<file path="src/rtl/mem_port_arbiter.sv">
// Arbiter that shares the single-port unified memory between the core and the
// debug/program loader, sequencing each access as issue, latency wait and acknowledge.
module mem_port_arbiter #(
  parameter int ADDR_W     = 32,
  parameter int DATA_W     = 32,
  parameter int MEM_LAT    = 1,
  parameter int STARVE_MAX = 8
) (
  input  logic              iClk,
  input  logic              iRst,
  input  logic              iCpuReq,
  input  logic              iCpuWe,
  input  logic [ADDR_W-1:0] iCpuAddr,
  input  logic [DATA_W-1:0] iCpuWData,
  output logic [DATA_W-1:0] oCpuRData,
  output logic              oCpuAck,
  input  logic              iDbgReq,
  input  logic              iDbgWe,
  input  logic [ADDR_W-1:0] iDbgAddr,
  input  logic [DATA_W-1:0] iDbgWData,
  output logic [DATA_W-1:0] oDbgRData,
  output logic              oDbgAck,
  output logic [ADDR_W-1:0] oMemAddr,
  output logic [DATA_W-1:0] oMemWData,
  output logic              oMemWe,
  output logic              oMemRe,
  input  logic [DATA_W-1:0] iMemRData,
  output logic [1:0]        oGrant
);

  localparam int SW = $clog2(STARVE_MAX + 1);
  localparam logic [1:0] OWN_NONE = 2'b00;
  localparam logic [1:0] OWN_CPU  = 2'b01;
  localparam logic [1:0] OWN_DBG  = 2'b10;

  typedef enum logic [1:0] {IDLE, ISSUE, WAIT, ACK} state_e;

  state_e            state_q, state_d;
  logic [1:0]        owner_q, owner_d;
  logic              we_q, we_d;
  logic [ADDR_W-1:0] addr_q, addr_d;
  logic [DATA_W-1:0] wData_q, wData_d;
  logic [2:0]        lat_q, lat_d;
  logic [SW-1:0]     starve_q, starve_d;
  logic [DATA_W-1:0] cpuRData_q, cpuRData_d;
  logic [DATA_W-1:0] dbgRData_q, dbgRData_d;
  logic              dbgWins;

  always_ff @(posedge iClk) begin
    if (iRst) begin
      state_q    <= IDLE;
      owner_q    <= OWN_NONE;
      we_q       <= 1'b0;
      addr_q     <= '0;
      wData_q    <= '0;
      lat_q      <= '0;
      starve_q   <= '0;
      cpuRData_q <= '0;
      dbgRData_q <= '0;
    end else begin
      state_q    <= state_d;
      owner_q    <= owner_d;
      we_q       <= we_d;
      addr_q     <= addr_d;
      wData_q    <= wData_d;
      lat_q      <= lat_d;
      starve_q   <= starve_d;
      cpuRData_q <= cpuRData_d;
      dbgRData_q <= dbgRData_d;
    end
  end

  // Debug wins when it is alone, or when the CPU has starved it long enough.
  assign dbgWins = iDbgReq && (!iCpuReq || (starve_q == SW'(STARVE_MAX)));

  always_comb begin
    state_d    = state_q;
    owner_d    = owner_q;
    we_d       = we_q;
    addr_d     = addr_q;
    wData_d    = wData_q;
    lat_d      = lat_q;
    starve_d   = starve_q;
    cpuRData_d = cpuRData_q;
    dbgRData_d = dbgRData_q;
    oMemWe     = 1'b0;
    oMemRe     = 1'b0;
    oCpuAck    = 1'b0;
    oDbgAck    = 1'b0;

    case (state_q)
      IDLE: begin
        if (iCpuReq || iDbgReq) begin
          state_d = ISSUE;
          if (dbgWins) begin
            owner_d  = OWN_DBG;
            we_d     = iDbgWe;
            addr_d   = iDbgAddr;
            wData_d  = iDbgWData;
            starve_d = '0;
          end else begin
            owner_d = OWN_CPU;
            we_d    = iCpuWe;
            addr_d  = iCpuAddr;
            wData_d = iCpuWData;
            if (iDbgReq && (starve_q != SW'(STARVE_MAX)))
              starve_d = starve_q + SW'(1);
          end
        end
      end
      ISSUE: begin
        oMemWe  = we_q;
        oMemRe  = !we_q;
        lat_d   = 3'(MEM_LAT);
        state_d = we_q ? ACK : WAIT;
      end
      WAIT: begin
        lat_d = lat_q - 3'd1;
        if (lat_q == 3'd1) begin
          if (owner_q == OWN_CPU) cpuRData_d = iMemRData;
          if (owner_q == OWN_DBG) dbgRData_d = iMemRData;
          state_d = ACK;
        end
      end
      ACK: begin
        oCpuAck = (owner_q == OWN_CPU);
        oDbgAck = (owner_q == OWN_DBG);
        state_d = IDLE;
      end
      default: state_d = IDLE;
    endcase
  end

  assign oGrant    = (state_q == IDLE) ? OWN_NONE : owner_q;
  assign oMemAddr  = addr_q;
  assign oMemWData = wData_q;
  assign oCpuRData = cpuRData_q;
  assign oDbgRData = dbgRData_q;

endmodule

</file>
<file path="config.mk">
export PLATFORM = sky130hd
export DESIGN_NAME = mem_port_arbiter
export DESIGN_NICKNAME = d
export VERILOG_FILES = /design/src/rtl/mem_port_arbiter.sv
export SDC_FILE = /design/constraint.sdc
export NUM_CORES = 1
export LEC_CHECK = 0
export CAP_MARGIN = 20
export CORE_UTILIZATION = 39
export DETAILED_ROUTE_END_ITERATION = 16
export GPL_ROUTABILITY_DRIVEN = 0
export PLACE_DENSITY_LB_ADDON = 0.3
export SLEW_MARGIN = 20
export SYNTH_ARGS = -nofsm -noshare
export SYNTH_HDL_FRONTEND = slang
export SYNTH_SLANG_ARGS = --single-unit
</file>
<file path="constraint.sdc">
create_clock -name iClk -period 1.8 [get_ports iClk]
set_input_delay 0.18 -clock iClk [delete_from_list [all_inputs] [get_ports iClk]]
set_output_delay 0.18 -clock iClk [all_outputs]
set_load 0.1 [all_outputs]
</file>
==> impl_metrics.env, run 1 <==
export IMPL_drtAntennaViolNets=0
export IMPL_root_buffer="clkbuf_16"
export IMPL_tritoncts="yes"
export IMPL_tightest_slew_ps=361
export IMPL_grt_pass1_wl_mm=26.6
export IMPL_antenna_found_initial=0
export IMPL_htree_levels=4
export IMPL_diodes=0
export IMPL_cts_hold_buf=0
export IMPL_critPathMaxStageDelay_ps=340
export IMPL_clk_pin_slew_ps=60
export IMPL_rows=42
export IMPL_drcViolationCount=0
export IMPL_yosys_area_top_type_share_pct=52.1
export IMPL_post_place_ws_ps=14.0
export IMPL_slowest_stage="dfxtp_2"
export IMPL_ys_types=32
export IMPL_grt_usage_pct=23.8
export IMPL_final_cell_mix="nand2_1 (199), clkdlybuf4s50_1 (164), dfxtp_1 (138)"
export IMPL_crit_arrival_ps=1550
export IMPL_synth_top_family_by_area="compound AO/OA/AOI/OAI gates"
export IMPL_yosysTopAreaCell="dfxtp_1"
export IMPL_placed_area_mm2=0.00835
export IMPL_synth_compound_area_share_pct=23.2
export IMPL_drt_iter0_drc=295
export IMPL_leakage_uw=0.00350
export IMPL_p_total_uw=12600
export IMPL_syn_area_per_cell_um2=8.28
export IMPL_fin_crit_sh_pct=96.0
export IMPL_synth_fp_nets=823
export IMPL_syn_area_mm2=0.00538
export IMPL_cts_made_buffers=17
export IMPL_clock_skew_ps=7.46
export IMPL_ys_ff_latch=140
export IMPL_grt_pass1_vias=5376
export IMPL_hold_ws_ps=262
export IMPL_status="finished, final reports clean"
export IMPL_hold_viol=0
export IMPL_synthMuxAreaShare_pct=0.186
export IMPL_portBuffers=299
export IMPL_setup_tns_ps=0
export IMPL_final_cell_area_mm2=0.00899
export IMPL_fmax_ghz=0.579
export IMPL_synth_xor_xnor_area_share_pct=0
export IMPL_ys_seq_area_share_pct=52.1
export IMPL_routed_wl_mm=17.8
export IMPL_cts_sinks=140
export IMPL_drt_first_pass_iters=5
export IMPL_period_minus_slack_ps=1730
export IMPL_worstPathRequired_ps=1620
export IMPL_grt_max_degree=74
export IMPL_maxCapViolCount=0
export IMPL_ctsLongestPathBuffers=2
export IMPL_drive_above_1_share_pct=20.9
export IMPL_core_mm2=0.0133
export IMPL_synth_simple_area_share_pct=17.5
export IMPL_worstSetupStartpointType="flip-flop"
export IMPL_regArea_mm2=0.00281
export IMPL_setup_viol=0
export IMPL_layout_setup_ws_ps=72.7
export IMPL_yosys_warnings=0
export IMPL_grt_ovfl_total=0
export IMPL_slew_headroom_pct=75.3
export IMPL_cts_setup_buffers=0
export IMPL_synth_area_top_cells="dfxtp_1 (52%), nand2_1 (14%), a21oi_1 (13%)"
export IMPL_fillers=1147
export IMPL_pin_count=300
export IMPL_start_util_pct=40.3
export IMPL_num_nets_final=1108
export IMPL_final_common_cell="nand2_1"
export IMPL_dp_hpwl_mm=11.7
export IMPL_synthAdderAreaFrac_pct=1.86
export IMPL_wl_per_cell_um=15.8
export IMPL_rrSetupSlack_ps=130
export IMPL_syn_to_final_growth_pct=67.2
export IMPL_endpoint_kind="output pin"
export IMPL_slew_violations=0
export IMPL_design_die_area_mm2=0.0143
export IMPL_worst_skew_pair_late_latency_ps=410
export IMPL_dr_total_vias=5708
export IMPL_p_per_area_mw_per_mm2=1400
export IMPL_hp_class="in2reg"
export IMPL_crit_fanout=5
export IMPL_crit_type="reg2out"
export IMPL_synthCells=649
export IMPL_die_h_um=119
export IMPL_crit_chain="inv_1 > ha_2 > buf_4 > nor2b_4 > buf_12"
export IMPL_multi_input_area_mm2=0.00236
export IMPL_rsz0062_at_grt="false"
export IMPL_die_w_um=119
export IMPL_peakVddDrop_v=0.00113
export IMPL_via_per_inst=5.08
[worst max-delay path: cells and delay by family (launching register included)]
| family | cells | cell delay [ps] |
|---|---|---|
| flip-flops | 1 | 340 |
| buffers and inverters | 3 | 440 |
| adder cells (fa/ha/maj) | 1 | 230 |
| AND/OR/NAND/NOR | 1 | 130 |
[flip-flops by register name, summed over array words and instances (netlist names)]
name and flops:
oMemAddr 32, oCpuRData 32, starve_q 4, state_q 2, lat_q 3, owner_q 2
we_q 1, oMemWData 32, oDbgRData 32
[routing by layer]
| metal | wire length, um | track usage, % | share of wire [%] |
|---|---|---|---|
| met1 | 7070 | 26.2 | 40 |
| met3 | 1460 | 8.00 | 8.2 |
| met5 | 0 | 0 | 0 |
| met2 | 8990 | 41.9 | 51 |
| met4 | 268 | 9.30 | 1.5 |
[cells in the mapped netlist (all sizes together)]
| cell | instances |
|---|---|
| and3b | 2 |
| buf | 27 |
| clkbuf | 24 |
| dfxtp | 140 |
| nand4b | 2 |
| a211oi | 1 |
| a2111oi | 1 |
| mux2i | 1 |
| o211a | 1 |
| o22ai | 1 |
| nor3b | 2 |
| nor2 | 4 |
| ha | 8 |
| or3b | 2 |
| a21oi | 138 |
| nand2 | 199 |
| inv | 9 |
| nor4 | 1 |
| nand2b | 1 |
| and2 | 3 |
| nand3b | 2 |
| nand3 | 5 |
| a22oi | 65 |
| o21ai | 5 |
| a32oi | 1 |
| nor2b | 4 |
[where the power goes]
group / internal, uW / switching, uW
logic: 1540 / 3970
clock network: 1930 / 1360
registers: 3510 / 265
[cells by family after synthesis]
group                    Yosys count
AND/OR/NAND/NOR                  227
multiplexers                       1
adder cells (fa/ha/maj)            8
flip-flops                       140
AO/OA/AOI/OAI                    213
buffers and inverters             60
[what timing repair did]
item / CTS / global route
gates cloned: 0 / 2
gates resized for setup: 6 / 3
pin swaps: 0 / 3
endpoints found under the setup margin: 2 / 36
[final cells by class]
class,instances,share of cell area (%)
inverters,9,0.376
multi-input cells,449,26.2
clock inverters,14,1.34
repair buffers,317,33.5
clock buffers,18,4.89
well taps,176,2.45
flip-flops and latches,140,31.2
[path summary, 6_finish.rpt]
| check | depth (start not counted) | endpoint | startpoint |
|---|---|---|---|
| max | 5 | oGrant[1] | state_q[0] |
| max reg2reg | 7 | oCpuRData[22] | state_q[0] |
| min reg2reg | 2 | oCpuRData[0] | oCpuRData[0] |
| min | 3 | oMemWData[29] | iRst |
[through the flow]
stage | util, % | instances
floorplan | - | 649
global placement | 62.6 | 1089
detailed placement | 62.6 | 1089
CTS | 66.9 | 1121
global route | 67.3 | 1123
finish | 67.3 | 1123
Note: power is estimated with default switching activity, not from simulation.
==> inputs of run 2 (changes only) <==
Settings changed: REMOVE_ABC_BUFFERS set to 1.
==> impl_metrics.env, run 2 (synthesis results as in run 1) <==
export IMPL_sw_frac_of_total_pct=43.0
export IMPL_drt_first_pass_iters=5
export IMPL_power_sequential_fraction_pct=29.0
export IMPL_critPathMaxStageDelay_ps=320
export IMPL_pin_count=300
export IMPL_worst_skew_pair_late_latency_ps=420
export IMPL_slew_headroom_pct=65.5
export IMPL_die_w_um=119
export IMPL_final_cell_area_mm2=0.00905
export IMPL_design_die_area_mm2=0.0143
export IMPL_die_h_um=119
export IMPL_crit_type="reg2reg"
export IMPL_drive_above_1_share_pct=20.7
export IMPL_endpoint_kind="flip-flop"
export IMPL_stdcell_count=1126
export IMPL_cts_sinks=140
export IMPL_crit_chain="inv_1 > ha_2 > nand2_1 > a21oi_4 > buf_12 > a22oi_1 > a21oi_1"
export IMPL_hold_viol=0
export IMPL_final_cell_mix="nand2_1 (199), clkdlybuf4s50_1 (164), buf_4 (140), dfxtp_1 (140), a21oi_1 (137)"
export IMPL_grt_max_degree=57
export IMPL_clk_pin_slew_ps=60
export IMPL_num_nets_final=1111
export IMPL_drtAntennaViolNets=0
export IMPL_tritoncts="yes"
export IMPL_core_mm2=0.0133
export IMPL_slowest_stage="dfxtp_1"
export IMPL_hold_ws_ps=236
export IMPL_period_minus_slack_ps=1680
export IMPL_crit_buf_inv=2
export IMPL_peakVddDrop_v=0.000998
export IMPL_placed_area_mm2=0.00840
export IMPL_fin_crit_sh_pct=93.2
export IMPL_start_util_pct=40.3
export IMPL_drcViolationCount=0
export IMPL_grt_usage_pct=25.3
export IMPL_p_sw_uw=5580
export IMPL_status="finished, final reports clean"
export IMPL_worstPathRequired_ps=2140
export IMPL_via_per_inst=5.08
export IMPL_slew_violations=0
export IMPL_setup_viol=0
export IMPL_grt_pass1_vias=5499
export IMPL_fillers=1083
export IMPL_rsz0062_at_grt="false"
export IMPL_p_per_area_mw_per_mm2=1430
export IMPL_cts_made_buffers=17
export IMPL_routed_wl_mm=18.1
export IMPL_dr_total_vias=5723
export IMPL_cts_hold_buf=0
export IMPL_rows=42
export IMPL_drt_iter0_drc=293
export IMPL_syn_to_final_growth_pct=68.4
export IMPL_hp_class="in2reg"
export IMPL_final_core_util_pct=67.8
export IMPL_regArea_mm2=0.00280
export IMPL_final_common_cell="nand2_1"
export IMPL_crit_fanout=49
export IMPL_combPwrFrac_pct=41.7
export IMPL_clock_skew_ps=10.0
export IMPL_multi_input_area_mm2=0.00234
export IMPL_root_buffer="clkbuf_16"
export IMPL_dp_hpwl_mm=12.7
export IMPL_clkPwrFrac_pct=29.3
export IMPL_intPower_uw=7390
export IMPL_leakage_uw=0.00355
export IMPL_cp_top_family="compound AO/OA/AOI/OAI gates"
export IMPL_antenna_found_initial=0
export IMPL_dp_cells=1094
export IMPL_tightest_slew_ps=517
export IMPL_wl_per_cell_um=16.1
export IMPL_portBuffers=299
export IMPL_htree_levels=4
export IMPL_cts_setup_buffers=0
export IMPL_fmax_ghz=0.596
export IMPL_ctsLongestPathBuffers=2
export IMPL_grt_pass1_wl_mm=28.1
export IMPL_crit_arrival_ps=2020
export IMPL_grt_ovfl_total=0
export IMPL_worstSetupStartpointType="flip-flop"
export IMPL_diodes=0
export IMPL_post_cts_resized=0
export IMPL_maxCapViolCount=0
-- run 2: worst register-to-register path: cells and delay by family, from the launching register on --
kind	cells	cell delay, ps
buffers and inverters	2	370
and+or+nand+nor	1	120
DFF	1	320
AOI/OAI and AO/OA	3	520
adders and majority gates	1	270
-- run 2: path summary, 6_finish.rpt --
check | startpoint | endpoint | slack (ps) | depth (start not counted)
setup / recovery | state_q[0] | oMemWData[1] | 120 | 7
hold / removal | iRst | oMemAddr[28] | 240 | 2
setup reg to reg | state_q[0] | oMemWData[1] | 120 | 7
hold reg to reg | oCpuRData[29] | oCpuRData[29] | 450 | 2
-- run 2: power by group through the flow --
stage | clock [uW] | sequential [uW] | combinational, uW
2_1_floorplan | 0 | 6270 | 1230
4_1_cts | 3850 | 3760 | 5390
3_5_place_dp | 0 | 3810 | 5390
5_1_grt | 3990 | 3810 | 5650
3_3_place_gp | 0 | 3810 | 5350
6_report | 3790 | 3760 | 5410
-- run 2: layer usage --
metal  vias to the layer above  part of all wire (%)  track usage [%]
met5                         -                     0                0
met4                         0                   2.7             10.9
met3                        36                   6.7             9.05
met2                       197                    50             41.9
met1                      2687                    41             29.3
li1                       2803                     -                -
-- run 2: area by class of cell --
cell class                      instances  area share (%)
Clock buffer                           18            4.85
Timing Repair Buffer                  320            33.3
Inverter                                9           0.373
Sequential cell                       140            31.0
Clock inverter                         14            2.27
Multi-Input combinational cell        449            25.8
Tap cell                              176            2.43
-- run 2: stage by stage --
stage	setup slack [ps]	setup TNS [ps]	total power [uW]
after global routing	2.77	0	13400
after floorplan	-1030	-90050	7500
after CTS	8.57	0	13000
after global placement	129	0	9160
final	123	0	13000
after detailed placement	51.5	0	9200
